--- config.mk ---
export PLATFORM = sky130hd
export DESIGN_NAME = lc3_alu_sequencer
export DESIGN_NICKNAME = d
export VERILOG_FILES = /design/src/rtl/lc3_alu_sequencer.sv
export SDC_FILE = /design/constraint.sdc
export NUM_CORES = 1
export LEC_CHECK = 0
export ABC_AREA = 1
export BUFFER_PORTS_ARGS = -buffer_cell sky130_fd_sc_hd__buf_4
export CORE_MARGIN = 3
export CORE_UTILIZATION = 53
export DETAILED_ROUTE_END_ITERATION = 8
export PLACE_DENSITY = 0.85
export SYNTH_ARGS = -nofsm -noshare
export SYNTH_HDL_FRONTEND = slang
export SYNTH_SLANG_ARGS = --single-unit
--- constraint.sdc ---
create_clock -name clk -period 2.43 [get_ports clk]
set_input_delay 0.243 -clock clk [delete_from_list [all_inputs] [get_ports clk]]
set_output_delay 0.243 -clock clk [all_outputs]
set_load 0.1 [all_outputs]
--- src/rtl/lc3_alu_sequencer.sv ---
// Multi-cycle execute controller for LC-3 operate instructions (ADD, AND, NOT).
// Sequences register-file reads, drives the combinational LC3_alu, writes back DR and updates NZP.
module lc3_alu_sequencer #(
  parameter logic [2:0] CC_RESET   = 3'b010,
  parameter bit         NOT_STRICT = 1'b1
) (
  input  logic        clk,
  input  logic        rst_n,
  input  logic        instr_valid,
  input  logic [15:0] instr,
  output logic        instr_ready,
  output logic [2:0]  rf_sr1_addr,
  output logic [2:0]  rf_sr2_addr,
  input  logic [15:0] rf_sr1_data,
  input  logic [15:0] rf_sr2_data,
  output logic [1:0]  alu_opcode,
  output logic        alu_sr2mux,
  output logic [4:0]  alu_imm5,
  output logic [15:0] alu_op_a,
  output logic [15:0] alu_op_b,
  input  logic [15:0] alu_result,
  output logic        rf_we,
  output logic [2:0]  rf_dr_addr,
  output logic [15:0] rf_wdata,
  output logic [2:0]  cc_nzp,
  output logic        done,
  output logic        illegal
);

  localparam logic [3:0] OP_ADD = 4'b0001;
  localparam logic [3:0] OP_AND = 4'b0101;
  localparam logic [3:0] OP_NOT = 4'b1001;

  typedef enum logic [1:0] {
    IDLE = 2'd0,
    READ = 2'd1,
    EXEC = 2'd2,
    WB   = 2'd3
  } state_t;

  state_t      state_r, next_state_s;
  logic [3:0]  op_r;
  logic [2:0]  dr_r;
  logic [5:0]  low_r;
  logic [15:0] op_a_r, op_b_r;
  logic        accept_s, legal_s, is_not_s;

  function automatic logic [2:0] nzp_of(input logic [15:0] value);
    logic [2:0] nzp;
    if (value[15]) begin
      nzp = 3'b100;
    end else if (value == 16'h0000) begin
      nzp = 3'b010;
    end else begin
      nzp = 3'b001;
    end
    return nzp;
  endfunction

  // Decode legality of the offered instruction and compute the next FSM state
  always_comb begin
    accept_s     = instr_valid && instr_ready;
    legal_s      = 1'b0;
    next_state_s = state_r;
    case (instr[15:12])
      OP_ADD, OP_AND: legal_s = 1'b1;
      OP_NOT:         legal_s = !NOT_STRICT || (instr[5:0] == 6'b111111);
      default:        legal_s = 1'b0;
    endcase
    case (state_r)
      IDLE: begin
        if (accept_s && legal_s) begin
          next_state_s = READ;
        end else begin
          next_state_s = IDLE;
        end
      end
      READ:    next_state_s = EXEC;
      EXEC:    next_state_s = WB;
      WB:      next_state_s = IDLE;
      default: next_state_s = IDLE;
    endcase
  end

  // Operands follow the read data live during EXEC and hold their last value elsewhere
  always_comb begin
    is_not_s = (op_r == OP_NOT);
    if (state_r == EXEC) begin
      alu_op_a = rf_sr1_data;
      if (is_not_s) begin
        alu_op_b = rf_sr1_data;
      end else begin
        alu_op_b = rf_sr2_data;
      end
    end else begin
      alu_op_a = op_a_r;
      alu_op_b = op_b_r;
    end
  end

  // FSM state register
  always_ff @(posedge clk or negedge rst_n) begin
    if (!rst_n) begin
      state_r <= IDLE;
    end else begin
      state_r <= next_state_s;
    end
  end

  // Registered datapath and handshake outputs
  always_ff @(posedge clk or negedge rst_n) begin
    if (!rst_n) begin
      instr_ready <= 1'b1;
      op_r        <= 4'd0;
      dr_r        <= 3'd0;
      low_r       <= 6'd0;
      rf_sr1_addr <= 3'd0;
      rf_sr2_addr <= 3'd0;
      alu_opcode  <= 2'b00;
      alu_sr2mux  <= 1'b0;
      alu_imm5    <= 5'd0;
      op_a_r      <= 16'h0000;
      op_b_r      <= 16'h0000;
      rf_we       <= 1'b0;
      done        <= 1'b0;
      illegal     <= 1'b0;
      rf_dr_addr  <= 3'd0;
      rf_wdata    <= 16'h0000;
      cc_nzp      <= CC_RESET;
    end else begin
      rf_we   <= 1'b0;
      done    <= 1'b0;
      illegal <= 1'b0;
      case (state_r)
        IDLE: begin
          if (accept_s && legal_s) begin
            op_r        <= instr[15:12];
            dr_r        <= instr[11:9];
            low_r       <= instr[5:0];
            rf_sr1_addr <= instr[8:6];
            rf_sr2_addr <= instr[2:0];
            instr_ready <= 1'b0;
          end else if (accept_s) begin
            illegal <= 1'b1;
          end else begin
            instr_ready <= 1'b1;
          end
        end
        READ: begin
          if (is_not_s) begin
            alu_opcode <= 2'b10;
            alu_sr2mux <= 1'b0;
          end else if (op_r == OP_AND) begin
            alu_opcode <= 2'b01;
            alu_sr2mux <= low_r[5];
          end else begin
            alu_opcode <= 2'b00;
            alu_sr2mux <= low_r[5];
          end
          alu_imm5 <= low_r[4:0];
        end
        EXEC: begin
          op_a_r     <= alu_op_a;
          op_b_r     <= alu_op_b;
          rf_we      <= 1'b1;
          done       <= 1'b1;
          rf_dr_addr <= dr_r;
          rf_wdata   <= alu_result;
        end
        WB: begin
          cc_nzp      <= nzp_of(rf_wdata);
          instr_ready <= 1'b1;
        end
        default: begin
          instr_ready <= 1'b1;
        end
      endcase
    end
  end

endmodule

==> impl_metrics.toml, run 1 <==
[critical_path]
path_depth = 6
crit_path_end = "alu_op_b[10]"
cp-startpoint = "state_r[0]$_DFF_PN0_"
rr_startpoint = "state_r[0]$_DFF_PN0_"
crit_family = "buffers and inverters"
crit_path_cell_trace = "inv_1, ha_2, buf_4, nor2_1, a21oi_2, buf_4"
regToRegSetupSlack_ns = 0.87
cpPeakStageDelay_ns = 0.40
timing.rr.end = "rf_sr1_addr[2]$_DFFE_PN0P_"
critPathBufInv = 3
crit_top_cell = "buf_4"
required_ns = 2.19
cp-end-kind = "output port"
worst_r2r_path_depth = 7
startpoint_type = "flop"
worst-path-max-fanout = 43
cp.arrival_ns = 1.97
critPathSlowestCell = "dfrtp_1"
criticalPathCategory = "flop to output port"

[sta]
fin_crit_ns = 2.22
clock_skew_ns = 0.0144
setup_viol = 0
hold_viol = 0
min_period_over_period = 0.912
setup-tns-final_ns = 0
drv_slew = 0
fmax_mhz = 451
rsz0062_at_grt = "false"
worst_slew_pin_slew_ns = 0.623
slew_headroom = 0.584

[global_route]
grt_usage = 0.239
grt_pass1_wl_um = 14500
grt_pass1_vias = 3121
antenna_found_initial = 0
grt.overflow.total = 0
grt_max_degree = 51

[clock_network]
clockRootBuffer = "clkbuf_8"
clk_path_buf_depth = 2
cts_tree = "yes"
cts_num_sinks = 83
clk_latency_ns = 0.35
htree_levels = 3
clk_pin_slew_ns = 0.09
cts_buffers = 9
post_cts_buffers = 0

[final_layout]
fill_cells = 494
drive_above_1_share = 0.367
nets = 617
insertedDiodeCount = 0
syn_to_final_growth_pct = 36.4
fin_util = 0.763

[detailed_routing]
postRouteAntennaNets = 0
dr.pass1.iters = 5
detail_route.drc_violations = 0
wire_per_inst_um = 14.6
drtIter0Drc = 237
vias_per_cell = 5.07
vias = 3182
routed_wl_um = 9130

[die]
core_area_mm2 = 0.00653
die_y_um = 89.0
top_level_ports = 139
die_w_um = 89.0
initial_core_util = 0.559
die-area_mm2 = 0.00793
std_cell_rows = 29

[logic_synthesis]
synth_area_mm2 = 0.00365
syn_nets = 483
synth_flop_cell = "dfrtp_1"
synth.area.top_cells = "dfrtp_1 (55%), nand2_1 (14%), a21oi_1 (6.7%), nand4_1 (3.1%), nor2_1 (2.6%)"
ys_seq_elements = 83
synth_cells = 412
synth_top_area_frac = 0.555
synth.most_common_cell = "nand2_1"
avgSynthCellArea_um2 = 8.87
ys_async_sr_fraction = 1.00
ys_warn_count = 0
yosys.area.top_type = "dfrtp_1"
seq_area_frac_synth = 0.569
synth_cell_types = 24
synth_edf_count = 0
netlist_top_cells_count = "nand2_1 (141), dfrtp_1 (81), a21oi_1 (49)"

[placed_design]
hpwl_um = 6850
place_congestion = 0.817
port_buffers = 138

[run]
maxCapViolations = 0

[min_path]
hp-class = "input port to flop"

[run_status]
outcome = "finished clean"
-- routing by layer --
metal / vias to the layer above / share of wire / global-route usage
met4: 0 / 0.012 / 0.0731
met5: - / 0 / 0
met1: 1491 / 0.41 / 0.283
li1: 1585 / - / -
met3: 9 / 0.067 / 0.0608
met2: 97 / 0.51 / 0.428
-- cell usage in the layout, fill, tap and decap left out --
cell type	n
buf_4	144
nand2_1	141
dfrtp_1	81
a21oi_1	33
nor2_1	25
inv_1	24
nand4_1	18
o21ai_0	17
a21oi_2	16
nand2_2	10
clkbuf_8	10
mux2_2	5
nor2_2	3
nand3_1	3
ha_1	3
nand2_4	2
dfstp_2	2
clkinv_2	2
bufinv_16	2
inv_6	1
and3_1	1
nand3_4	1
a21boi_0	1
or2_2	1
ha_2	1
clkinvlp_4	1
dlygate4sd3_1	1
buf_6	1
-- repair_timing --
item                                   in CTS  in global routing
resized for setup                           0                  1
setup endpoints to repair                   0                  1
endpoints found under the hold margin      46                  0
hold buffers                                1                  0
-- cells by family after synthesis --
family	share of synthesized area
and+or+nand+nor	0.242
AOI/OAI and AO/OA	0.0925
adders and majority gates	0.0137
muxes	0.0154
buffers and inverters	0.0671
DFF	0.569
-- sequential cells by signal, indices dropped and copies added (netlist names) --
| signal | count |
|---|---|
| op_a_r | 16 |
| op_b_r | 16 |
| rf_wdata | 16 |
| alu_imm5 | 5 |
| low_r | 4 |
| op_r | 4 |
| cc_nzp | 3 |
| dr_r | 3 |
| rf_dr_addr | 3 |
| rf_sr1_addr | 3 |
| alu_opcode | 2 |
| rf_sr2_addr | 2 |
| state_r | 2 |
| alu_sr2mux | 1 |
| done | 1 |
| illegal | 1 |
| instr_ready | 1 |
-- per-stage QoR --
step | cell area (um^2) | cells | hold slack [ns] | setup WS (ns)
after floorplan | 3710 | 412 | -0.0526 | 0.227
after global placement | 4750 | 611 | 0.292 | 0.646
after detailed placement | 4750 | 611 | 0.304 | 0.537
after CTS | 4980 | 627 | 0.0871 | 0.146
after global routing | 4980 | 627 | 0.0849 | 0.0732
final | 4980 | 627 | 0.0969 | 0.214
-- worst min-delay path by stage --
| stage | start | end | cells past startpoint | slack (ns) |
|---|---|---|---|---|
| final | alu_result[0] | rf_wdata[0]$_DFFE_PN0P_ | 3 | 0.1 |
| after global routing | alu_result[13] | rf_wdata[13]$_DFFE_PN0P_ | 3 | 0.08 |
| after CTS | alu_result[0] | rf_wdata[0]$_DFFE_PN0P_ | 3 | 0.09 |
| after detailed placement | rst_n | rf_wdata[8]$_DFFE_PN0P_ | 1 | 0.30 |
| after global placement | rst_n | rf_wdata[5]$_DFFE_PN0P_ | 1 | 0.29 |
| after floorplan | rst_n | alu_imm5[0]$_DFFE_PN0N_ | 0 | -0.05 |
-- worst register-to-register path, delay by kind of cell (launching register included) --
family	cells	cell delay [ns]
adder cells (fa/ha/maj)	1	0.19
AND/OR/NAND/NOR	4	0.56
flip-flops	1	0.40
buffers and inverters	2	0.31
-- layout make-up --
| class | count | area (um^2) | share of cell area |
|---|---|---|---|
| clock buffers | 10 | 138 | 0.0276 |
| clock inverters | 5 | 77.6 | 0.0156 |
| inverters | 25 | 98.8 | 0.0198 |
| flip-flops and latches | 83 | 2080 | 0.417 |
| repair buffers | 146 | 1100 | 0.221 |
| well taps | 77 | 96.3 | 0.0193 |
| multi-input cells | 281 | 1390 | 0.279 |
Power of run 1 is left out: the tool's default activity adds up to more than one toggle a clock period on the data nets, which glitch-free logic cannot reach.
==> run 2: changes to the inputs <==
PLACE_DENSITY = 0.95   (was 0.85)
==> run 2 against run 1 <==
Against the previous run:
- global-route usage is 0.62 points higher
- count of clock-buffer cells in the layout is 3 higher
- final area is 0.23% higher
- register-to-register slack worse by 0.08 ns
- worst setup slack worse by 0.076 ns
- hold slack worse by 0.041 ns
- core utilization is 0.17 points higher
- die area stayed put
- sequential cell count stayed put
- first-iteration DRC count is 14% lower
==> impl_metrics.toml, run 2 (synthesis gave the netlist of run 1 again) <==
[run_status]
outcome = "finished clean"

[sta]
setup_viol = 0
clock_skew_ns = 0.00991
rsz0062_at_grt = "false"
min_period_over_period = 0.943
hold_viol = 0
drv_slew = 0
fmax_mhz = 436
fin_crit_ns = 2.29
worst_slew_pin_slew_ns = 1.02
whs_ns = 0.0556
layout_setup_ws_ns = 0.138
slew_headroom = 0.320
setup-tns-final_ns = 0

[final_layout]
syn_to_final_growth_pct = 36.7
insertedDiodeCount = 0
final_cell_mix = "nand2_1 (141), buf_4 (140), dfrtp_1 (81), a21oi_1 (33), nor2_1 (25)"
nets = 613
drive_above_1_share = 0.366
fin_util = 0.765
final_common_cell = "nand2_1"
top_regs = "op_a_r: 16 flops, op_b_r: 16 flops, rf_wdata: 16 flops"
fill_cells = 438

[global_route]
grt_pass1_wl_um = 14900
grt.overflow.total = 0
grt_usage = 0.245
grt_max_degree = 84
grt_pass1_vias = 3260
antenna_found_initial = 0

[critical_path]
cp-end-kind = "output port"
rr_startpoint = "state_r[0]$_DFF_PN0_"
required_ns = 2.19
startpoint_type = "flop"
cp.arrival_ns = 2.05
criticalPathCategory = "flop to output port"
worst-path-max-fanout = 32
cp-startpoint = "state_r[0]$_DFF_PN0_"

[detailed_routing]
postRouteAntennaNets = 0
routed_wl_um = 9540
detail_route.drc_violations = 0
vias_per_cell = 5.29
wire_per_inst_um = 15.3
vias = 3300
dr.pass1.iters = 4
drtIter0Drc = 203

[clock_network]
htree_levels = 3
clk_path_buf_depth = 2
cts_buffers = 9
cts_tree = "yes"
clk_pin_slew_ns = 0.08
clk_latency_ns = 0.34
cts_num_sinks = 83
hold_buffers = 0
clockRootBuffer = "clkbuf_8"

[placed_design]
pre_cts_ws_ns = 0.394
place_congestion = 0.814
port_buffers = 138
hpwl_um = 6740

[run]
maxCapViolations = 0

[die]
top_level_ports = 139
core_area_mm2 = 0.00653
std_cell_rows = 29
die_y_um = 89.0
initial_core_util = 0.559
die_w_um = 89.0
die-area_mm2 = 0.00793

[min_path]
hp-class = "input port to asynchronous set/reset pin"
==> run 2: what timing repair did <==
| item | CTS | global route |
|---|---|---|
| resized for setup | 1 | 0 |
| endpoints found under the setup margin | 2 | 0 |
| buffers inserted | 0 | 0 |
==> run 2: final cells by class <==
type                       count  area, um^2  share of cell area
clock buffer                  13         179              0.0358
clock inverter                 3        67.6              0.0135
inverter                      25        98.8              0.0198
multi-input combinational    281        1390               0.279
sequential                    83        2080               0.416
tap                           77        96.3              0.0193
timing repair buffer         142        1080               0.217
==> run 2: final timing paths <==
kind,cells after the start,slack [ns],to
max,7,0.14,alu_op_b[5]
min,1,0.06,alu_imm5[0]$_DFFE_PN0N_
max reg2reg,7,0.79,low_r[5]$_DFFE_PN0P_
min reg2reg,2,0.47,op_a_r[6]$_DFFE_PN0P_
max in group asynchronous,1,1.70,illegal$_DFF_PN0_
min in group clk,3,0.10,rf_wdata[4]$_DFFE_PN0P_
==> run 2: layer usage <==
metal	track usage	part of all wire
met5	0	0
met4	0.0893	0.014
met3	0.0710	0.071
met2	0.435	0.52
met1	0.283	0.40
==> run 2: worst max-delay path, cell delays in order (launching register included) <==
cell,delay (ns)
dfrtp_1,0.39
inv_1,0.09
ha_2,0.20
inv_1,0.23
buf_12,0.23
a21oi_1,0.10
a21oi_2,0.15
buf_4,0.30
==> run 2: metrics by stage <==
stage / instances / instance area, um^2
CTS: 624 / 4990
finish: 624 / 4990
global placement: 608 / 4740
global route: 624 / 4990
floorplan: 412 / 3710
detailed placement: 608 / 4740
Power of run 2 is left out for the same reason.
